===== config.mk =====
export PLATFORM = sky130hd
export DESIGN_NAME = imem_load_ctrl
export DESIGN_NICKNAME = d
export VERILOG_FILES = /design/src/rtl/imem_ctrl_pkg.sv /design/src/rtl/imem_load_ctrl.sv
export SDC_FILE = /design/constraint.sdc
export NUM_CORES = 1
export LEC_CHECK = 0
export CAP_MARGIN = 0
export CORE_AREA = 2 2 81 83
export DETAILED_ROUTE_END_ITERATION = 8
export DIE_AREA = 0 0 83 85
export GPL_TIMING_DRIVEN = 0
export PLACE_DENSITY = 0.95
export SYNTH_ARGS = -nofsm -noshare
export SYNTH_HDL_FRONTEND = slang
export SYNTH_SLANG_ARGS = --single-unit

===== constraint.sdc =====
create_clock -name clk -period 3.7 [get_ports clk]
set_input_delay 0.555 -clock clk [delete_from_list [all_inputs] [get_ports clk]]
set_output_delay 0.555 -clock clk [all_outputs]
set_load 0.02 [all_outputs]

===== src/rtl/imem_ctrl_pkg.sv =====
// Shared types and constants for the instruction-memory load controller.
// Optional fetch bounds checking in imem_load_ctrl is enabled by IMEM_BOUNDS_CHK_EN.
package imem_ctrl_pkg;

    localparam int unsigned IMEM_DEPTH     = 64;
    localparam int unsigned IMEM_IDX_W     = $clog2(IMEM_DEPTH);
    localparam logic [31:0] IMEM_NOP_INSTR = 32'h0000_0013;

    typedef enum logic [1:0] {
        StRun   = 2'd0,
        StLoad  = 2'd1,
        StFlush = 2'd2
    } imem_state_e;

endpackage


===== src/rtl/imem_load_ctrl.sv =====
// Arbitrates the single-port instruction memory between core fetch and a loader stream.
// Define IMEM_BOUNDS_CHK_EN to trap misaligned or out-of-range fetch addresses in RUN.
module imem_load_ctrl
    import imem_ctrl_pkg::*;
#(
    parameter int unsigned DEPTH     = IMEM_DEPTH,
    parameter int unsigned IDX_W     = IMEM_IDX_W,
    parameter logic [31:0] NOP_INSTR = IMEM_NOP_INSTR
) (
    input  logic             clk,
    input  logic             reset,
    input  logic             load_start,
    input  logic [IDX_W:0]   load_count,
    input  logic             ld_valid,
    input  logic [31:0]      ld_data,
    output logic             ld_ready,
    input  logic [31:0]      core_pc,
    output logic [31:0]      core_instr,
    output logic             core_stall,
    output logic             core_restart,
    output logic [31:0]      imem_addr,
    output logic             imem_we,
    output logic [31:0]      imem_wdata,
    input  logic [31:0]      imem_instr,
    output logic             busy,
    output logic             done,
    output logic             err
);

    localparam logic [IDX_W:0] DEPTH_L = (IDX_W + 1)'(DEPTH);

    imem_state_e      r_state;
    imem_state_e      w_state_next;
    logic [IDX_W-1:0] r_wr_idx;
    logic [IDX_W-1:0] w_wr_idx_next;
    logic [IDX_W:0]   r_count;
    logic [IDX_W:0]   w_count_next;
    logic             r_err;
    logic             w_err_next;

    logic             w_count_ok;
    logic             w_last;

`ifdef IMEM_BOUNDS_CHK_EN
    logic             w_pc_bad;
    assign w_pc_bad = (core_pc[31:2] >= 30'(DEPTH)) || (core_pc[1:0] != 2'b00);
`endif

    assign w_count_ok = (load_count != '0) && (load_count <= DEPTH_L);
    assign w_last     = ({1'b0, r_wr_idx} == (r_count - (IDX_W + 1)'(1)));

    always_ff @(posedge clk) begin
        if (reset) begin
            r_state  <= StRun;
            r_wr_idx <= '0;
            r_count  <= '0;
            r_err    <= 1'b0;
        end else begin
            r_state  <= w_state_next;
            r_wr_idx <= w_wr_idx_next;
            r_count  <= w_count_next;
            r_err    <= w_err_next;
        end
    end

    always_comb begin
        w_state_next  = r_state;
        w_wr_idx_next = r_wr_idx;
        w_count_next  = r_count;
        w_err_next    = r_err;
        ld_ready      = 1'b0;
        core_stall    = 1'b0;
        core_restart  = 1'b0;
        done          = 1'b0;
        imem_we       = 1'b0;
        imem_wdata    = '0;
        imem_addr     = '0;
        core_instr    = imem_instr;

        unique case (r_state)
            StRun: begin
                imem_addr  = core_pc;
                core_instr = imem_instr;
`ifdef IMEM_BOUNDS_CHK_EN
                if (w_pc_bad) begin
                    imem_addr  = '0;
                    core_instr = NOP_INSTR;
                    w_err_next = 1'b1;
                end
`endif
                if (load_start) begin
                    if (w_count_ok) begin
                        w_count_next  = load_count;
                        w_wr_idx_next = '0;
                        w_state_next  = StLoad;
                    end else begin
                        w_err_next = 1'b1;
                    end
                end
            end

            StLoad: begin
                ld_ready   = 1'b1;
                core_stall = 1'b1;
                core_instr = NOP_INSTR;
                imem_addr  = {{(30 - IDX_W){1'b0}}, r_wr_idx, 2'b00};
                imem_wdata = ld_data;
                // Reset must win over a write that would land on the same edge.
                imem_we    = ld_valid && !reset;
                if (ld_valid) begin
                    if (w_last) begin
                        w_wr_idx_next = '0;
                        w_state_next  = StFlush;
                    end else begin
                        w_wr_idx_next = r_wr_idx + IDX_W'(1);
                    end
                end
            end

            StFlush: begin
                core_stall   = 1'b1;
                core_instr   = NOP_INSTR;
                core_restart = 1'b1;
                done         = 1'b1;
                w_state_next = StRun;
            end

            default: begin
                w_state_next = StRun;
            end
        endcase
    end

    assign busy = (r_state != StRun);
    assign err  = r_err;

endmodule


==> metrics.txt <==
Worst R2R Path Depth 10; Crit. Startpoint r_state[1]; Clock Path Buffers 2; Synth area leaders and2_1, dfxtp_1, nor2b_1; yosys warns 0; total congestion overflow 0; R2R Path Start r_state[1]; CTS tree done; maximum VDD drop 0.237 mV; Syn Area/Cell 7.39 um2; post-synth top area cell and2_1; height of the chip 85 um; initial antenna violation count 2; CTS clk-pin slew, worst paths 0.07 ns; first-pass GRT wire length 13.1 mm; Worst slew margin 65.4%; IO Port Bufs 208; xor/xnor cell area share of the yosys netlist 4.02%; setup bufs post-CTS 0; adder-cell share of the synthesized area 3.59%; post-CTS sizing 0; Initial Util 28.1%; power per cell area 416 mW/mm2; largest net degree at the start of global routing 11; slowest stage cell, crit path clkdlybuf4s50_1; Wirelength per Cell 15.9 um; Area Overhead vs Synth 128%; worst setup margin 0.663 ns; mux cell area share after synthesis 4.02%; Post-synth EDFFs 0; Avg Vias per Cell 4.61; capturing point of the worst reg2reg path r_wr_idx[1]; Synth Area in Simple Gates 50.8%; final setup vio count 0; number of core rows 29; fin. max-slew vios 0; DRT iter0 DRCs 55; Total GRT Usage 23.3%; Final Wtd Congestion 0.855; final hold violation count 0; die area 0.00706 mm2; Final HPWL DP 7.45 mm; crit path time final 3.04 ns; Layout Skew 0.00362 ns; vias in the first global route 2525; status finished, final reports clean; Compound-Gate Fraction of Synth Area 12.5%; worst slack, placed 0.909 ns; largest family of logic cells by synthesized area simple AND/OR/NAND/NOR gates; Synth Instances 236; critical path class register to output pin; layout cells sized above 1 5.36%; syn_nets 348; TritonCTS buffer count 3; Netlist cell types 44; type of the most critical hold path register to register; Core Area 0.00620 mm2; CP max stage delay 0.62 ns; Clock Tree Root clkbuf_8; CP Launch Type register; Worst Tran Pin Value 0.519 ns; fmax 329 MHz; crit-path max FO 10; router iterations before antenna repair 4; r2r setup slk 1.36 ns; Post-synth top flop dfxtp_1; Die Span X 83 um; WL final 8.36 mm; Setup crit end imem_addr[7]; CP cell instances inv_1, ha_1, clkbuf_1, clkbuf_1, a22o_1, clkdlybuf4s50_1; power consumption 1.66 mW; crit path DAT 2.48 ns; CP required 3.14 ns; drc violations 0; top cell type's share of synthesized area 20.8%; sequential-to-total area share from yosys stat 18.4%; min-delay src err; Final period util 82.1%; RSZ-0062 raised after global routing false; Worst-Skew Late Latency 0.26 ns; Post-Syn Area 0.00174 mm2; Synth async-reset ratio 0%; Static Leak 1.53 nW; clk sinks 16; Final nets 561; register bit total from synthesis 16; number of H-tree levels 1; setup TNS 0 ns; post-route ant nets 0; crit end category output pin; vias 2431; I/O Pins 210; Post-CTS Hold Buffers 0; max capacitance violation total 0; Most common cell on crit path clkbuf_1
-- worst max-delay path, delay by kind of cell (launching register included) --
| kind | cells | cell delay (ns) |
|---|---|---|
| AOI/OAI and AO/OA | 1 | 0.19 |
| buffers and inverters | 4 | 1.53 |
| adders and majority gates | 1 | 0.18 |
| DFF | 1 | 0.31 |
-- cells in the final DEF, fill, tap and decap left out, types with 6 or more instances in the layout --
master / count
a22o_1: 6
and2_1: 58
clkbuf_1: 13
clkdlybuf4s50_1: 208
dfxtp_1: 16
inv_1: 9
mux2i_1: 7
nand2_1: 13
nand3_1: 7
nor2_1: 15
nor2b_1: 30
or2_2: 6
-- cell families after synthesis --
logic type | after synthesis
xor+xnor | 8
flops | 16
simple gates | 147
compound gates | 26
fa+ha+maj | 5
buf+inv | 27
mux | 7
-- registers in the layout (all words and copies together), names as in the netlist --
| signal | cells |
|---|---|
| r_count | 7 |
| r_wr_idx | 6 |
| r_state | 2 |
| err | 1 |
-- power by group --
group,internal [mW],switching (mW),leakage (nW),total (mW)
clock network,0.0948,0.0676,0.0288,0.162
logic,0.637,0.659,1.37,1.30
registers,0.185,0.0133,0.130,0.199
-- routing by layer --
layer / vias up / global-route usage (%) / routed length [um]
met3: 13 / 8.95 / 846
met5: - / 0 / 0
met2: 135 / 40.0 / 3880
met1: 1080 / 27.6 / 3490
met4: 0 / 5.37 / 139
li1: 1203 / - / -
-- stage by stage --
stage | instances | hold slack (ns) | util, % | cell area [um2]
floorplan | 236 | 0.482 | - | 1740
global placement | 521 | 0.449 | 63.2 | 3920
detailed placement | 521 | 0.502 | 63.2 | 3920
CTS | 525 | 0.511 | 64.1 | 3980
global route | 525 | 0.549 | 64.1 | 3980
finish | 527 | 0.510 | 64.2 | 3980
-- how the worst min path moves through the flow --
| stage | to | slack (ns) | cells past startpoint |
|---|---|---|---|
| after detailed placement | err | 0.50 | 2 |
| after CTS | err | 0.51 | 2 |
| final | err | 0.51 | 2 |
| after global placement | err | 0.45 | 2 |
| after floorplan | r_count[6] | 0.48 | 2 |
| after global routing | err | 0.55 | 2 |
-- Yosys cell counts (6+ instances only) --
cell type / number
a22o_1: 6
inv_1: 9
nand2_1: 13
clkbuf_1: 13
nand3_1: 7
mux2i_1: 7
nor2_1: 15
or2_2: 6
dfxtp_1: 16
nor2b_1: 30
and2_1: 58
-- area by class of cell --
class / instances / area [um2]
flip-flops and latches: 16 / 320
diodes: 2 / 5.00
clock buffers: 4 / 55.1
fillers: 535 / 2220
well taps: 77 / 96.3
repair buffers: 208 / 2080
inverters: 9 / 33.8
plain buffers: 18 / 82.6
multi-input cells: 193 / 1310
Power figures use the tool's default switching activity.
==> variant 1: new RTL, same flow settings <==
`IMEM_DEPTH`: 64 -> 128.
--- a/src/rtl/imem_ctrl_pkg.sv
+++ b/src/rtl/imem_ctrl_pkg.sv
@@ -4,3 +4,3 @@
 
-    localparam int unsigned IMEM_DEPTH     = 64;
+    localparam int unsigned IMEM_DEPTH     = 128;
     localparam int unsigned IMEM_IDX_W     = $clog2(IMEM_DEPTH);
Ports: changed (resized load_count); port bits go from 210 to 211. The function was not compared with the original's and may differ.
==> variant 1 against the original RTL <==
- final cell count up 0.19%
- count of clock-buffer cells in the layout down 1
- synthesized area up 2.6%
- first-iteration DRC count up 3.6%
- design area up 1.2%
- hold slack worse by 30 ps
- critical path depth unchanged
- power up 74%
- routed wire length up 0.44%
- sequential cell count up 2
- worst setup slack worse by 90 ps
- synthesized cell count up 0.85%
- clock skew up 2.0 ps
- critical endpoint is now imem_addr[29]
- largest cell class unchanged
- largest power group unchanged
- highest routed layer unchanged
==> variant 1: results (changes against the original RTL) <==
- Buffers excl. clock: 227 (+0.44%)
- Reg-to-reg startpoint: r_count[0]
- Power dissipated by switching net loads: 1.42 mW (+91%)
- Leading registers by flop count: r_count (8), r_wr_idx (7), r_state (2)
- Status: finished, final reports clean
- RD Place Congestion: 0.793 (-7.2%)
- Leakage power of the design: 1.55 nW (+1.1%)
- Starting DRT DRC Count: 57 (+3.6%)
- Share of the yosys chip area belonging to registers: 0.202 (+0.0178)
- Multi-input gate share of total cell area: 0.328 (about the same)
- Post-place setup slack: 808 ps (-101 ps)
- Via density per instance: 4.56 (-1.2%)
- Skew final: 5.64 ps (+2.02 ps)
- Headroom to the max-slew limit: 0.616 (-0.0378)
- Post-Syn Nets: 351 (+0.86%)
- Commonest cells in the synthesized netlist: sky130_fd_sc_hd__and2_1, sky130_fd_sc_hd__nor2b_1, sky130_fd_sc_hd__dfxtp_1
- Sum of net half-perimeters after detailed placement: 7.09 mm (-4.8%)
- Final worst hold slack: 480 ps (-29.7 ps)
- N_diodes: 0 (-2)
- Number of fill cells: 497 (-7.1%)
- Reg2reg setup slack: 1270 ps (-90 ps)
- Number of distinct library cells after synthesis: 43 (-2.3%)
- Synthesized-area fraction occupied by ao, oa, aoi and oai cells: 0.152 (+0.0269)
- Critical register-to-register path endpoint: r_wr_idx[0]
- Routed len/inst: 15.9 um (+0.25%)
- Cell area after placement: 3990 um2 (+1.7%)
- Path depth of the worst reg2reg path: 9 (-1)
- Share of final layout cell area taken by non-clock buffers: 0.541 (-0.00283)
- FF+latch count, synth: 18 (+2)
- Proportion of cell area spent on the clock network: 0.0103 (-0.00358)
- Clk_buf instances: 3 (-1)
- Dominant cells by area after synthesis: sky130_fd_sc_hd__dfxtp_1, sky130_fd_sc_hd__and2_1, sky130_fd_sc_hd__nor2b_1
- Peak supply drop: 0.672 mV (+180%)
- Global routing met3 resource utilization: 0.0438 (-0.0457)
- Sequential cell area share: 0.0895 (+0.00902)
- Global routing met1 resource utilization: 0.258 (-0.0185)
- Share of layout cells above drive strength 1: 0.0355 (-0.0181)
- M2 GR Usage: 0.429 (+0.0286)
- Wire length of the first global-routing pass: 13.1 mm (-0.58%)
- Adder and majority gate portion of the synthesized area: 0.0350 (-0.000904)
- Area of the multi-input gates: 1320 um2 (+1.1%)
- Worst EP arrival: 2570 ps (+90 ps)
- Fin nets: 566 (+0.89%)
variant 1: worst max path at each step:
stage	slack, ps	end	startpoint	cells past startpoint
2_1_floorplan	1480	r_wr_idx[0]	r_count[0]	9
3_3_place_gp	780	imem_addr[27]	r_state[0]	6
3_5_place_dp	810	imem_addr[28]	r_state[0]	6
4_1_cts	510	imem_addr[3]	r_state[0]	6
5_1_grt	370	imem_addr[4]	r_state[0]	6
6_report	570	imem_addr[29]	r_state[0]	6
variant 1: power by group through the flow:
stage	sequential [mW]	combinational (mW)	clock [mW]
2_1_floorplan	0.259	1.30	0
3_3_place_gp	0.264	2.46	0
3_5_place_dp	0.268	2.49	0
4_1_cts	0.264	2.51	0.138
5_1_grt	0.267	2.66	0.149
6_report	0.264	2.49	0.137
variant 1: routing by layer:
metal | vias to the layer above | wire, um
li1 | 1215 | -
met5 | - | 0
met4 | 0 | 166
met3 | 11 | 481
met2 | 93 | 4450
met1 | 1087 | 3290
==> variant 2: new RTL, config.mk and constraints unchanged <==
Without the edit above. Make the reset (`reset`) asynchronous in one clocked block.
--- a/src/rtl/imem_load_ctrl.sv
+++ b/src/rtl/imem_load_ctrl.sv
@@ -51,3 +51,3 @@
 
-    always_ff @(posedge clk) begin
+    always_ff @(posedge clk or posedge reset) begin
         if (reset) begin
Check against the original RTL: differs if reset is asserted again (counterexample within 4 cycles, from zero or initial values and one cycle with reset high); with reset held inactive, the same outputs for 10 cycles.
==> variant 2 against the original RTL <==
- routed wire length fell by 2.4%
- synthesized cell count down 8.1%
- hold slack worse by 25 ps
- synthesized area decreased by 1.9%
- via count is 2.9% lower
- worst setup slack worse by 120 ps
- sequential cell count is the same
- design area shrank 1.0%
- final cell count down 4.0%
- critical endpoint is now imem_addr[26]
- largest cell class unchanged
Power is not compared: it rests on default switching activity, and its combinational part moved more than twofold at a synthesized area within 25%.
==> variant 2: results (changes against the original RTL) <==
- Status: finished, final reports clean
- Reg2reg setup slack: 1740 ps (+380 ps)
- Pin count of the biggest net entering global routing: 18 (+7)
- Post-synthesis share of cell area spent on xor and xnor gates: 0.0461 (+0.00589)
- Startpoint of the tightest hold check path: err
- Critical register-to-register path endpoint: r_wr_idx[4]
- Share of the yosys chip area belonging to registers: 0.234 (+0.0503)
- Skew final: 2.87 ps (-0.745 ps)
- Total Wirelength: 8.16 mm (-2.4%)
- Number of antenna violations at the first check in global routing: 0 (-2)
- Wire length of the first global-routing pass: 13.0 mm (-0.94%)
- Worst EP arrival: 2600 ps (+120 ps)
- Post-Syn Nets: 329 (-5.5%)
- Top cell type's share of synthesized area: 0.234 (+0.0259)
- Starting DRT DRC Count: 90 (+64%)
- Path depth of the worst reg2reg path: 7 (-3)
- Min cycle time layout: 3160 ps (+120 ps)
- Most used flip-flop cell after synthesis: sky130_fd_sc_hd__dfrtp_1
- Mean instance size in the synthesized netlist: 7.88 um2 (+6.7%)
- Mux contribution to synthesized area: 0.0519 (+0.0117)
- Count of placed standard cells in the final layout, fillers left out: 506 (-4.0%)
- Commonest cells in the synthesized netlist: sky130_fd_sc_hd__and2_1, sky130_fd_sc_hd__nor2b_1, sky130_fd_sc_hd__dfrtp_1
- Via density per instance: 4.67 (+1.2%)
- Headroom to the max-slew limit: 0.576 (-0.0780)
- Fin nets: 543 (-3.2%)
- Reg-to-reg startpoint: r_count[0]
- Highest cell delay on the worst timing path: 640 ps (+20 ps)
- Asr flop ratio synth: 1.00 (+1.00)
- Adder and majority gate portion of the synthesized area: 0.0366 (+0.000683)
- Sum of net half-perimeters after detailed placement: 6.98 mm (-6.3%)
- Number of distinct library cells after synthesis: 37 (-16%)
- Cell area after placement: 3900 um2 (-0.57%)
- Cell count after placement: 503 (-3.5%)
- Worst Hold End: err
- Number of post-CTS setup repair buffers: 0 (unchanged)
- Count of input and output buffers: 209 (+0.48%)
- Share of layout cells above drive strength 1: 0.0420 (-0.0116)
- Vias in the first global route: 2549 (+0.95%)
- Post-place setup slack: 819 ps (-89.3 ps)
- Critical path startpoint: r_state[0]
- Tot GR Track Use: 0.226 (-0.00734)
- RD Place Congestion: 0.859 (+0.42%)
- Dominant cells by area after synthesis: sky130_fd_sc_hd__dfrtp_1, sky130_fd_sc_hd__and2_1, sky130_fd_sc_hd__nor2b_1
- Final worst hold slack: 485 ps (-24.9 ps)
-- variant 2: routing by layer --
layer  GRT usage  vias to the layer above  wire length (um)
met3      0.0603                       12               676
met2       0.441                      151              4300
met5           0                        -                 0
met4      0.0373                        0                95
met1       0.247                     1060              3090
li1            -                     1138                 -
-- variant 2: area by class of cell --
class                      count  area [um2]
fill                         509        2260
timing repair buffer         209        2090
multi-input combinational    180        1220
sequential                    16         400
tap                           77        96.3
buffer                        15        67.6
clock buffer                   3        41.3
inverter                       6        22.5
-- variant 2: power by group through the flow --
stage / clock, mW / combinational (mW) / sequential, mW
after detailed placement: 0 / 0.427 / 0.239
after floorplan: 0 / 0.209 / 0.226
final: 0.130 / 0.430 / 0.237
after CTS: 0.132 / 0.432 / 0.236
after global routing: 0.142 / 0.466 / 0.242
after global placement: 0 / 0.416 / 0.237
